## src/rtl/gpio_irq_ctrl.sv

```systemverilog
// gpio_irq_ctrl: GPIO pad synchronizer plus per-pin edge interrupt controller.
// Register map: 0x00 IRQ_EN, 0x04 IRQ_RISE, 0x08 IRQ_FALL, 0x0C IRQ_STATUS (W1C),
// 0x10 PIN_STATE (RO). Define GPIO_IRQ_DEBOUNCE_EN to add a per-bit debounce
// filter of DEBOUNCE_CNT stable cycles between the synchronizer and gpio_sync.
module gpio_irq_ctrl #(
    parameter int DEBOUNCE_CNT = 8
) (
    input  logic        clk,
    input  logic        rst,
    input  logic        bus_valid,
    input  logic        bus_we,
    input  logic [31:0] bus_addr,
    input  logic [31:0] bus_wdata,
    output logic [31:0] bus_rdata,
    input  logic [31:0] gpio_pin,
    output logic [31:0] gpio_sync,
    output logic        irq
);
    localparam logic [7:0] ADDR_EN     = 8'h00;
    localparam logic [7:0] ADDR_RISE   = 8'h04;
    localparam logic [7:0] ADDR_FALL   = 8'h08;
    localparam logic [7:0] ADDR_STATUS = 8'h0C;
    localparam logic [7:0] ADDR_PIN    = 8'h10;

    logic [31:0] sync1_r;
    logic [31:0] sync2_r;
    logic [31:0] prev_r;
    logic [31:0] irq_en_r;
    logic [31:0] irq_rise_r;
    logic [31:0] irq_fall_r;
    logic [31:0] irq_status_r;
    logic [31:0] gpio_sync_s;
    logic [31:0] edge_set_s;
    logic [31:0] w1c_s;
    logic [7:0]  addr_s;
    logic        wr_en_s;
    logic        unused_addr_s;

    // Only the low address byte is decoded; the upper bits are intentionally ignored.
    assign unused_addr_s = ^bus_addr[31:8];

    // Two-flop synchronizer on the raw, asynchronous pad inputs.
    always_ff @(posedge clk or posedge rst) begin
        if (rst) begin
            sync1_r <= 32'h0;
            sync2_r <= 32'h0;
        end else begin
            sync1_r <= gpio_pin;
            sync2_r <= sync1_r;
        end
    end

`ifdef GPIO_IRQ_DEBOUNCE_EN
    localparam logic [7:0] CNT_LAST = 8'(DEBOUNCE_CNT - 1);

    logic [31:0] filt_r;
    logic [7:0]  cnt_r [32];

    // Debounce: a bit adopts the synchronized level only after it has differed
    // from the filtered value for DEBOUNCE_CNT consecutive cycles.
    always_ff @(posedge clk or posedge rst) begin
        if (rst) begin
            filt_r <= 32'h0;
            for (int i = 0; i < 32; i++) begin
                cnt_r[i] <= 8'h0;
            end
        end else begin
            for (int i = 0; i < 32; i++) begin
                if (sync2_r[i] != filt_r[i]) begin
                    if (cnt_r[i] == CNT_LAST) begin
                        filt_r[i] <= sync2_r[i];
                        cnt_r[i]  <= 8'h0;
                    end else begin
                        cnt_r[i]  <= cnt_r[i] + 8'h1;
                    end
                end else begin
                    cnt_r[i] <= 8'h0;
                end
            end
        end
    end

    assign gpio_sync_s = filt_r;
`else
    assign gpio_sync_s = sync2_r;
`endif

    assign gpio_sync = gpio_sync_s;

    // Bus write decode and edge-event detection against the delayed pin copy.
    always_comb begin
        addr_s  = bus_addr[7:0];
        wr_en_s = bus_valid & bus_we;
        if (wr_en_s && (addr_s == ADDR_STATUS)) begin
            w1c_s = bus_wdata;
        end else begin
            w1c_s = 32'h0;
        end
        edge_set_s = irq_en_r & ((gpio_sync_s & ~prev_r & irq_rise_r) |
                                 (~gpio_sync_s & prev_r & irq_fall_r));
    end

    // Configuration registers: enable, rising-edge and falling-edge selects.
    always_ff @(posedge clk or posedge rst) begin
        if (rst) begin
            irq_en_r   <= 32'h0;
            irq_rise_r <= 32'h0;
            irq_fall_r <= 32'h0;
        end else if (wr_en_s) begin
            case (addr_s)
                ADDR_EN:   irq_en_r   <= bus_wdata;
                ADDR_RISE: irq_rise_r <= bus_wdata;
                ADDR_FALL: irq_fall_r <= bus_wdata;
                default:   irq_en_r   <= irq_en_r;
            endcase
        end else begin
            irq_en_r <= irq_en_r;
        end
    end

    // Sticky status with write-1-to-clear; a same-cycle set beats the clear.
    always_ff @(posedge clk or posedge rst) begin
        if (rst) begin
            prev_r       <= 32'h0;
            irq_status_r <= 32'h0;
        end else begin
            prev_r       <= gpio_sync_s;
            irq_status_r <= (irq_status_r & ~w1c_s) | edge_set_s;
        end
    end

    // Combinational read mux; unmapped offsets read as zero.
    always_comb begin
        case (addr_s)
            ADDR_EN:     bus_rdata = irq_en_r;
            ADDR_RISE:   bus_rdata = irq_rise_r;
            ADDR_FALL:   bus_rdata = irq_fall_r;
            ADDR_STATUS: bus_rdata = irq_status_r;
            ADDR_PIN:    bus_rdata = gpio_sync_s;
            default:     bus_rdata = 32'h0;
        endcase
    end

    assign irq = |(irq_status_r & irq_en_r);

endmodule

```

## config.mk

```make
export PLATFORM = sky130hd
export DESIGN_NAME = gpio_irq_ctrl
export DESIGN_NICKNAME = d
export VERILOG_FILES = /design/src/rtl/gpio_irq_ctrl.sv
export SDC_FILE = /design/constraint.sdc
export NUM_CORES = 1
export LEC_CHECK = 0
export BUFFER_PORTS_ARGS = -buffer_cell sky130_fd_sc_hd__buf_2
export CAP_MARGIN = 20
export CORE_ASPECT_RATIO = 0.7
export CORE_MARGIN = 5
export CORE_UTILIZATION = 40
export DETAILED_ROUTE_END_ITERATION = 12
export PLACE_DENSITY = 0.57
export RECOVER_POWER = 25
export SYNTH_ARGS = -nofsm -noshare
export SYNTH_HDL_FRONTEND = slang
export SYNTH_SLANG_ARGS = --single-unit
export TNS_END_PERCENT = 100
```

## constraint.sdc

```tcl
create_clock -name clk -period 8.7 [get_ports clk]
set_input_delay 0.87 -clock clk [delete_from_list [all_inputs] [get_ports clk]]
set_output_delay 0.87 -clock clk [all_outputs]
set_load 0.01 [all_outputs]
```

Word-level counts from Yosys, hierarchy flattened
Cells that the tools add are included.

Register bits: 224. Bits of input ports: 100.

Equality and inequality tests: 4. Mux-type cells: 2. Bitwise gates (word level): 13. Reduce and logical (&&, ||, !) cells: 6.

Operator list (count): 32-bit bitwise AND (7); 32-bit one-hot mux with 5 select lines (1); 32-bit NOT (3); 32-bit OR (2); 32-bit two-way mux (1); 32-bit OR reduction (1); 8-bit by 4-bit equality test with 1-bit output (second input constant) (2); 8-bit by 3-bit equality test with 1-bit output (second input constant) (1); 8-bit by 5-bit equality test with 1-bit output (second input constant) (1); 8-bit logical NOT (1); 2-bit AND reduction (3); 1-bit bitwise AND (1); 1-bit logical AND (1).

Depth between registers and ports, before layout
Gate-level depths: netlist (run 1).

Depth in word-level cells: 6. Mapped depth: 6. Gate-level depth less buffers: 3.

Worst setup path after synthesis (run 1)
OpenSTA, ideal clock, no wires.

Kind: input to output. Start: in bus_addr[4]. End: out bus_rdata[0]. Arrival time: 2237 ps. Setup slack: 5593 ps. Stages on the path: 5. Buffers on the path: 2. Cell sequence: buf_2 nor4b_2 and3_1 clkbuf_1 a221o_1.

Word-level cells in the longest chain between the ends: 2.

RTL lines: from (decl) (RTL line 12) `input logic [31:0] bus_addr,`; 8-bit by 5-bit equality test with 1-bit output (tied with other cells) (RTL line 134) `case (addr_s)`; 32-bit one-hot mux with 5 select lines (*) (RTL line 134); to (decl) (RTL line 14) `output logic [31:0] bus_rdata,`.

Mark *: on every way between the ends. The rest lies on a longest branch, timed or not.

==> impl_metrics.toml, run 1 <==
[outcome]
status = "finished, violations left"
violated_checks = "capacitance limit, slew limit"

[floorplan]
die_w_um = 192
placement_rows = 46
fp.dieH_um = 138
floorplan.io_pins = 165
fp.dieArea_um2 = 26400
core_area_um2 = 22800
initial_core_util_pct = 40.8

[final_layout]
drive_gt1_share_pct = 35.2
design.final.nets = 926
p_r_area_growth_vs_syn_pct = 19.6
fin_cells = 1153
fillerInstances = 2019

[grt]
first_global_vias = 7064
track_usage_pct = 20.0
grt_max_degree = 96
overflow = 0
wire_length_of_the_first_global_routing_pass_um = 41000
antenna_found_initial = 4

[sta]
finalHoldViolCount = 0
timing.max_slew.rel_slack_pct = -170
slew_viol_final = 96
upper_clock_frequency_limit_ghz = 0.220
fin_hold_ws_ps = 347
endpoints_failing_setup = 0
share_of_the_clock_period_used_by_the_worst_path_pct = 52.2
tightestPinTransition_ps = 4030
timing.setup.tns_ps = 0
clock_skew_ps = 7.14
timing.final.crit_period_ps = 4540
unrepaired_setup_endpoints_after_global_routing = "no"

[place]
placedCellCount = 1113
place.detailed.hpwl_um = 16700
gpl.final_weighted_congestion = 0.788
buffers_on_ports = 140

[synth]
synthArstFlopShare_pct = 100
edff_count_synth = 0
synth.lib_cells_used.distinct = 29
synth.area.top_cells = "dfrtp_1 (60%), mux2_2 (8.0%), a22o_1 (4.9%)"
ys.flop_type = "dfrtp_1"
ys_ff_latch = 224
synth_top_cells_by_count = "dfrtp_1 (224), mux2_2 (66), nand2_1 (60), a22o_1 (52), mux2i_1 (44)"
synthDominantAreaCellType = "dfrtp_1"
netlist_instances = 690
post-synth-top-count-cell = "dfrtp_1"
syn_area_per_cell_um2 = 13.5
synth_area_um2 = 9300
synthesis.nets = 790
synth_seq_area_share_pct = 60.3
synth_warnings = 0
area_share_of_the_largest_cell_type_after_synthesis_pct = 60.3

[worst_setup_path]
critPathMaxStageDelay_ps = 2220
critical-path-top-cell-by-count = "buf_4"
setup.worst_path.start_class = "primary input"
crit_type = "primary input to asynchronous set/reset pin"
timing.critical_path.buf_inv = 4
critical_path.max_fanout = 95
cell_breakdown_of_the_critical_path = "buf_2, clkinvlp_2, buf_4, buf_4"
critical_path_arrival_ps = 5100
critical_path.top_delay_family = "buffers and inverters"
worst_path_max_delay_cell = "clkinvlp_2"
worst_ep_required_time_ps = 9270
endpoint_kind = "asynchronous set/reset pin"

[power]
static-leakage-power_nw = 5.29
finalPower_mw = 2.24
pwr_density_cell_nw_per_um2 = 201
irDropWorstVdd_v = 0.000133

[route]
drt_first_iter_violations = 351
remaining_drc_errors = 0
route.vias.total = 6619
total_routed_wirelength_um = 26600
route.antenna.remaining_nets = 0
avgViaCountPerCell = 5.74
drt-wirelength-per-cell_um = 23.1
drt_pre_antenna_iters = 4

[clock_network]
cts.root.buffer_cell = "clkbuf_16"
cts.reportedPaths.clkPinSlew_ps = 60
clock_sink_count = 224
cts_tree = "yes"
cts-root-to-sink-buffers = 3
hold_fix_buffer_count_after_cts = 0
cts.htree.levels = 1
cts-buffers-inserted = 23
cts.repair_timing.setup_buffer_count = 0
clock_insertion_delay_worst_skew_ps = 520
cts.repair.resized = 0

[flow_run]
cap_violations = 1

[hold_path]
hp-class = "flip-flop to flip-flop"
state kept, by name, indices dropped and copies added (netlist names):
signal / flops
irq_rise_r: 32
prev_r: 32
irq_fall_r: 32
sync1_r: 32
gpio_sync: 32
irq_status_r: 32
irq_en_r: 32
cell usage in the layout, fill, tap and decap left out, types with 9 or more instances in the layout:
cell type  synthesis  layout
a22oi_1           16      16
clkbuf_16          0      23
mux2_2            66      66
a221o_1           20      20
nand4_1           38      38
buf_2              3     140
dfrtp_1          224     224
o22ai_1           26      26
nand3_1           13      13
nand2_1           60      60
buf_4              0       9
nor3_1            22      21
mux2i_1           44      44
o221ai_1          12      12
mux2_4            30      30
a22o_1            52      52
where the power goes:
| part | total, mW | switching, mW | internal, mW |
|---|---|---|---|
| Sequential | 1.11 | 0.0296 | 1.08 |
| Clock | 1.01 | 0.408 | 0.601 |
| Combinational | 0.123 | 0.0759 | 0.0471 |
| Total | 2.24 | 0.514 | 1.73 |
per-layer routing:
metal | part of all wire [%] | track usage (%)
met1 | 43 | 27.2
met2 | 47 | 31.7
met3 | 7.4 | 4.96
met4 | 3.1 | 7.05
met5 | 0.11 | 0
stage by stage:
stage / worst slack [ps] / cell area, um2 / utilization [%]
floorplan: 1700 / 9300 / -
global placement: 4190 / 10300 / 45.3
detailed placement: 4190 / 10400 / 45.4
CTS: 4170 / 11100 / 48.8
global route: 3150 / 11100 / 48.8
finish: 4160 / 11100 / 48.8
cell type report:
| type | count | area (um2) | share of cell area (%) |
|---|---|---|---|
| Sequential cell | 224 | 5610 | 50.4 |
| Inverter | 1 | 5.00 | 0.0450 |
| Timing Repair Buffer | 151 | 798 | 7.18 |
| Antenna cell | 1 | 2.50 | 0.0225 |
| Clock buffer | 32 | 679 | 6.11 |
| Multi-Input combinational cell | 425 | 3550 | 31.9 |
| Clock inverter | 7 | 88.8 | 0.799 |
| Tap cell | 312 | 390 | 3.51 |
path summary, 6_finish.rpt:
check	depth (start not counted)	start	slack, ps	end
worst max-delay path	4	rst	4160	sync1_r[16]
worst min-delay path	0	sync1_r[14]	350	gpio_sync[14]
worst max register to register	3	gpio_sync[6]	7720	irq_status_r[6]
worst min register to register	0	sync1_r[14]	350	gpio_sync[14]
max in group clk	7	bus_addr[4]	4160	bus_rdata[6]
min in group asynchronous	2	rst	1530	prev_r[25]
logic make-up after synthesis:
group | Yosys count | synth area share (%)
buffers and inverters | 41 | 1.94
AO/OA/AOI/OAI | 132 | 11.5
multiplexers | 140 | 17.6
AND/OR/NAND/NOR | 153 | 8.65
flip-flops | 224 | 60.3
Power figures use the tool's default switching activity.
==> run 2: changes to the inputs <==
--- a/config.mk
+++ b/config.mk
@@ -5,13 +5,14 @@
 export SDC_FILE = /design/constraint.sdc
 export NUM_CORES = 1
 export LEC_CHECK = 0
+export ABC_AREA = 1
 export BUFFER_PORTS_ARGS = -buffer_cell sky130_fd_sc_hd__buf_2
 export CAP_MARGIN = 20
 export CORE_ASPECT_RATIO = 0.7
 export CORE_MARGIN = 5
 export CORE_UTILIZATION = 40
 export DETAILED_ROUTE_END_ITERATION = 12
-export PLACE_DENSITY = 0.57
+export PLACE_DENSITY = 0.59
 export RECOVER_POWER = 25
 export SYNTH_ARGS = -nofsm -noshare
 export SYNTH_HDL_FRONTEND = slang
==> constraint.sdc (replaced) <==
create_clock -name clk -period 4 [get_ports clk]
set_input_delay 0.4 -clock clk [delete_from_list [all_inputs] [get_ports clk]]
set_output_delay 0.4 -clock clk [all_outputs]
set_load 0.01 [all_outputs]
==> impl_metrics.toml, run 2 <==
[worst_setup_path]
critical_path_arrival_ps = 2310
endpoint_kind = "output port"
flop2flop_setup_slack_ps = 3060
reg2reg_depth = 4
setup.worst_path.start_class = "primary input"
timing.critical_path.buf_inv = 5
crit_type = "primary input to output port"
worst_ep_required_time_ps = 3600
regToRegEndpoint = "irq_status_r[22]"
critical_path.max_fanout = 19
cell_breakdown_of_the_critical_path = "buf_2, inv_1, nand2_1, nor2_4, buf_4, nand2_1, o21ai_0, inv_1, nand2_1, buf_2"
critical_path.top_delay_family = "simple AND/OR/NAND/NOR gates"
critPathMaxStageDelay_ps = 580
reg2reg_from = "gpio_sync[22]"
worst_path_max_delay_cell = "nand2_1"
critical-path-top-cell-by-count = "nand2_1"

[place]
setup_slack_after_placement_ps = 1120
post_dp_cell_area_um2 = 10900
placedCellCount = 1621
place.detailed.hpwl_um = 17600
buffers_on_ports = 140
gpl.final_weighted_congestion = 0.809

[clock_network]
cts.htree.levels = 1
cts.root.buffer_cell = "clkbuf_16"
cts_tree = "yes"
cts-root-to-sink-buffers = 3
clock_sink_count = 224
cts.repair.resized = 0
clock_insertion_delay_worst_skew_ps = 520
cts-buffers-inserted = 24
cts.reportedPaths.clkPinSlew_ps = 60

[synth]
synth_top_cells_by_count = "nand2_1 (371), dfrtp_1 (224), nand3_1 (179), inv_1 (113), nor2_1 (77)"
post-synth-top-count-cell = "nand2_1"
synth_area_um2 = 9920
synthesis.nets = 1290
edff_count_synth = 0
synth_warnings = 0
synthDominantAreaCellType = "dfrtp_1"
ys.flop_type = "dfrtp_1"
syn_area_per_cell_um2 = 8.33
netlist_instances = 1190
synth.area.top_cells = "dfrtp_1 (57%), nand2_1 (14%), nand3_1 (9.0%)"
area_share_of_the_largest_cell_type_after_synthesis_pct = 56.5
ys_ff_latch = 224
synth.lib_cells_used.distinct = 20
synth_seq_area_share_pct = 56.5
synthArstFlopShare_pct = 100

[final_layout]
layout.core_utilization_pct = 48.7
most-common-layout-cells = "nand2_1 (371), dfrtp_1 (224), nand3_1 (179)"
p_r_area_growth_vs_syn_pct = 20.6
final_common_cell = "nand2_1"
fin_cells = 1694
drive_gt1_share_pct = 15.6
final_cell_area_excluding_filler_cells_um2 = 12000
design.final.nets = 1454

[hold_path]
hp-class = "primary input to asynchronous set/reset pin"

[floorplan]
placement_rows = 48
floorplan.io_pins = 165
fp.dieH_um = 142
fp.dieArea_um2 = 28100
core_area_um2 = 24600
initial_core_util_pct = 40.4
die_w_um = 198

[route]
route.antenna.remaining_nets = 0
total_routed_wirelength_um = 28800
avgViaCountPerCell = 5.01
route.vias.total = 8482
drt-wirelength-per-cell_um = 17.0
drt_first_iter_violations = 581
drt_pre_antenna_iters = 5
remaining_drc_errors = 0

[grt]
grt_max_degree = 177
antenna_found_initial = 1
wire_length_of_the_first_global_routing_pass_um = 45700
first_global_vias = 8094
overflow = 0
track_usage_pct = 20.4

[sta]
endpoints_failing_setup = 0
timing.setup.tns_ps = 0
tightestPinTransition_ps = 2620
timing.final.crit_period_ps = 2710
unrepaired_setup_endpoints_after_global_routing = "no"
share_of_the_clock_period_used_by_the_worst_path_pct = 67.9
finalHoldViolCount = 0
upper_clock_frequency_limit_ghz = 0.368
setup_ws_ps = 1290
slew_viol_final = 49
timing.max_slew.rel_slack_pct = -74.7
clock_skew_ps = 6.11

[power]
static-leakage-power_nw = 6.09
irDropWorstVdd_v = 0.000294
pwr_density_cell_nw_per_um2 = 408

[flow_run]
cap_violations = 1

[outcome]
status = "finished, violations left"
violated_checks = "capacitance limit, slew limit"
run 2: worst max path at each step:
stage / cells past startpoint / start / to
after floorplan: 1 / rst / gpio_sync[0]
after global placement: 9 / bus_addr[5] / irq_rise_r[17]
after detailed placement: 9 / bus_addr[5] / irq_rise_r[11]
after CTS: 10 / bus_addr[0] / bus_rdata[7]
after global routing: 3 / rst / sync1_r[19]
final: 10 / bus_addr[5] / bus_rdata[17]
run 2: stage by stage:
step / total power [mW] / hold WS [ps]
3_5_place_dp: 2.77 / 335
4_1_cts: 4.93 / 113
5_1_grt: 5.08 / 141
2_1_floorplan: 2.62 / 331
3_3_place_gp: 2.77 / 331
6_report: 4.87 / 114
run 2: logic make-up (layout without fill, tap and decap cells):
family | Yosys count | count (layout) | synth area share, %
other | 0 | 1 | 0
AND/OR/NAND/NOR | 659 | 659 | 28.7
flip-flops | 224 | 224 | 56.5
AO/OA/AOI/OAI | 136 | 136 | 7.22
buffers and inverters | 171 | 349 | 7.59
run 2: power breakdown:
group | switching, mW | total (mW) | leakage [nW] | internal, mW
Combinational | 0.214 | 0.331 | 3.18 | 0.117
Clock | 0.892 | 2.12 | 0.364 | 1.23
Sequential | 0.0630 | 2.42 | 2.54 | 2.36
run 2: layer usage:
metal / share of wire [%] / wire length [um] / vias up / global-route usage, %
li1: - / - / 4127 / -
met1: 48 / 13800 / 4061 / 31.3
met2: 43 / 12500 / 251 / 30.9
met3: 6.8 / 1970 / 43 / 3.28
met4: 1.9 / 546 / 0 / 4.17
met5: 0 / 0 / - / 0
run 2: worst reg2reg max path, delay by kind of cell (launching register included):
| kind | cells | cell delay, ps |
|---|---|---|
| DFF | 1 | 370 |
| and+or+nand+nor | 2 | 150 |
| buffers and inverters | 1 | 80 |
| AOI/OAI and AO/OA | 1 | 270 |
run 2: timing repair:
action | 4_1_cts | 5_1_grt
setup buffers | 0 | 0
hold endpoints to repair | 32 | 0
setup endpoints to repair | 0 | 0
hold buffers | 32 | 0
run 2: area by class of cell:
type | count | area, um2
Clock buffer | 37 | 721
Tap cell | 325 | 407
Inverter | 117 | 440
Multi-Input combinational cell | 795 | 3570
Sequential cell | 224 | 5610
Fill cell | 2402 | 12600
Timing Repair Buffer | 192 | 1190
Clock inverter | 3 | 18.8
Antenna cell | 1 | 2.50
==> run 3: changes to the inputs <==
--- a/config.mk
+++ b/config.mk
@@ -12,7 +12,7 @@
 export CORE_MARGIN = 5
 export CORE_UTILIZATION = 40
 export DETAILED_ROUTE_END_ITERATION = 12
-export PLACE_DENSITY = 0.59
+export PLACE_DENSITY = 0.57
 export RECOVER_POWER = 25
 export SYNTH_ARGS = -nofsm -noshare
 export SYNTH_HDL_FRONTEND = slang
==> constraint.sdc (replaced) <==
create_clock -name clk -period 2.8 [get_ports clk]
set_input_delay 0.28 -clock clk [delete_from_list [all_inputs] [get_ports clk]]
set_output_delay 0.28 -clock clk [all_outputs]
set_load 0.01 [all_outputs]
==> impl_metrics.toml, run 3 (synthesized netlist as in run 2, its figures left out) <==
[power]
finalPower_mw = 7.02
pwr_density_cell_nw_per_um2 = 579
static-leakage-power_nw = 6.16
irDropWorstVdd_v = 0.000428

[grt]
overflow = 0
wire_length_of_the_first_global_routing_pass_um = 46100
antenna_found_initial = 1
track_usage_pct = 20.5
grt_max_degree = 69
first_global_vias = 8180

[route]
met2WireLength_um = 12300
drt_pre_antenna_iters = 5
wl_met3_um = 2190
route.antenna.remaining_nets = 0
avgViaCountPerCell = 4.96
route.vias.total = 8462
drt_first_iter_violations = 650
remaining_drc_errors = 0
total_routed_wirelength_um = 28800
routed.top_layer = "met4"
drt-wirelength-per-cell_um = 16.9
wl_met1_um = 13900

[flow_run]
cap_violations = 0

[place]
gpl.final_weighted_congestion = 0.813
setup_slack_after_placement_ps = 498
place.detailed.hpwl_um = 18700
buffers_on_ports = 140

[sta]
tightestPinTransition_ps = 805
unrepaired_setup_endpoints_after_global_routing = "no"
timing.max_slew.rel_slack_pct = 46.0
setup_ws_ps = 501
clock_skew_ps = 10.4
timing.final.crit_period_ps = 2300
endpoints_failing_setup = 0
upper_clock_frequency_limit_ghz = 0.435
finalHoldViolCount = 0
slew_viol_final = 0
share_of_the_clock_period_used_by_the_worst_path_pct = 82.1

[floorplan]
die_w_um = 198
placement_rows = 48
fp.dieArea_um2 = 28100
core_area_um2 = 24600
fp.dieH_um = 142
initial_core_util_pct = 40.4
floorplan.io_pins = 165

[clock_network]
cts-root-to-sink-buffers = 3
cts.htree.levels = 1
clock_insertion_delay_worst_skew_ps = 510
cts.root.buffer_cell = "clkbuf_16"
cts-buffers-inserted = 24
cts.reportedPaths.clkPinSlew_ps = 60
cts_tree = "yes"
clock_sink_count = 224
cts.repair_timing.setup_buffer_count = 0

[final_layout]
drive_gt1_share_pct = 16.0
fillerInstances = 2416
final_common_cell = "nand2_1"
p_r_area_growth_vs_syn_pct = 22.3
design.final.nets = 1463
most-common-layout-cells = "nand2_1 (371), dfrtp_1 (224), nand3_1 (179)"

[worst_setup_path]
critical_path_arrival_ps = 2020
critical_path.max_fanout = 21
worst_ep_required_time_ps = 2520
critPathMaxStageDelay_ps = 440
cell_breakdown_of_the_critical_path = "buf_2, inv_1, nand2_2, nor2_2, buf_4, nand2_2, nor2_1, nor2_1, nand2_1, buf_2"
setup.worst_path.start_class = "primary input"
worst_path_max_delay_cell = "nand2_2"
crit_type = "primary input to output port"
endpoint_kind = "output port"
reg2reg_depth = 4

[hold_path]
hp-class = "primary input to flip-flop"
holdPathStages = 3

[outcome]
status = "finished, final reports clean"
-- run 3: cell types whose count changed in the layout (fill, tap and decap cells not counted) --
| cell | before | now |
|---|---|---|
| buf_12 | 2 | 8 |
| clkbuf_1 | 8 | 12 |
| buf_2 | 140 | 137 |
| buf_4 | 17 | 20 |
| clkinv_2 | 2 | 3 |
| clkinv_4 | 1 | 0 |
| clkinv_8 | 0 | 1 |
| diode_2 | 1 | 2 |
| dlygate4sd3_1 | 32 | 33 |
-- run 3: timing repair --
action                                 CTS  global route
hold buffers                            33             0
endpoints found under the hold margin   42             0
gates resized for setup                  0             0
-- run 3: area by class of cell --
cell class,instances,area [um2],area share [%]
Sequential cell,224,5610,46.2
Multi-Input combinational cell,795,3570,29.5
Timing Repair Buffer,201,1340,11.0
Clock buffer,39,728,6.00
Inverter,117,440,3.63
Tap cell,325,407,3.35
Clock inverter,4,31.3,0.258
Antenna cell,2,5.00,0.0413
-- run 3: critical path, delay by kind of cell --
family | cells | cell delay [ps]
AND/OR/NAND/NOR | 6 | 1140
buffers and inverters | 4 | 570
-- run 3: worst paths after layout --
check | startpoint | endpoint | slack (ps)
setup / recovery | bus_addr[0] | bus_rdata[11] | 500
hold / removal | bus_wdata[25] | irq_fall_r[25] | 20
setup reg to reg | gpio_sync[11] | irq_status_r[11] | 1810
hold reg to reg | sync1_r[22] | gpio_sync[22] | 350
max in group asynchronous | rst | gpio_sync[16] | 1580
min in group asynchronous | rst | sync1_r[25] | 400
-- run 3: report_power, final --
group	internal (mW)	switching, mW
clock network	1.78	1.29
registers	3.37	0.0909
logic	0.180	0.310
total	5.33	1.69
-- run 3: metal layers --
metal | GRT usage, % | up-vias
met5 | 0 | -
met1 | 31.4 | 3991
met2 | 31.0 | 289
met4 | 3.95 | 0
li1 | - | 4147
met3 | 3.37 | 35
-- run 3: through the flow --
stage	area [um2]	hold WS, ps	utilization [%]	TNS (ps)	std cells
after detailed placement	11000	302	44.9	0	1629
after floorplan	9920	311	-	-90500	1190
final	12100	23.8	49.4	0	1707
after CTS	12100	2.64	49.4	0	1705
after global routing	12100	8.51	49.4	0	1706
after global placement	11000	301	44.9	0	1629
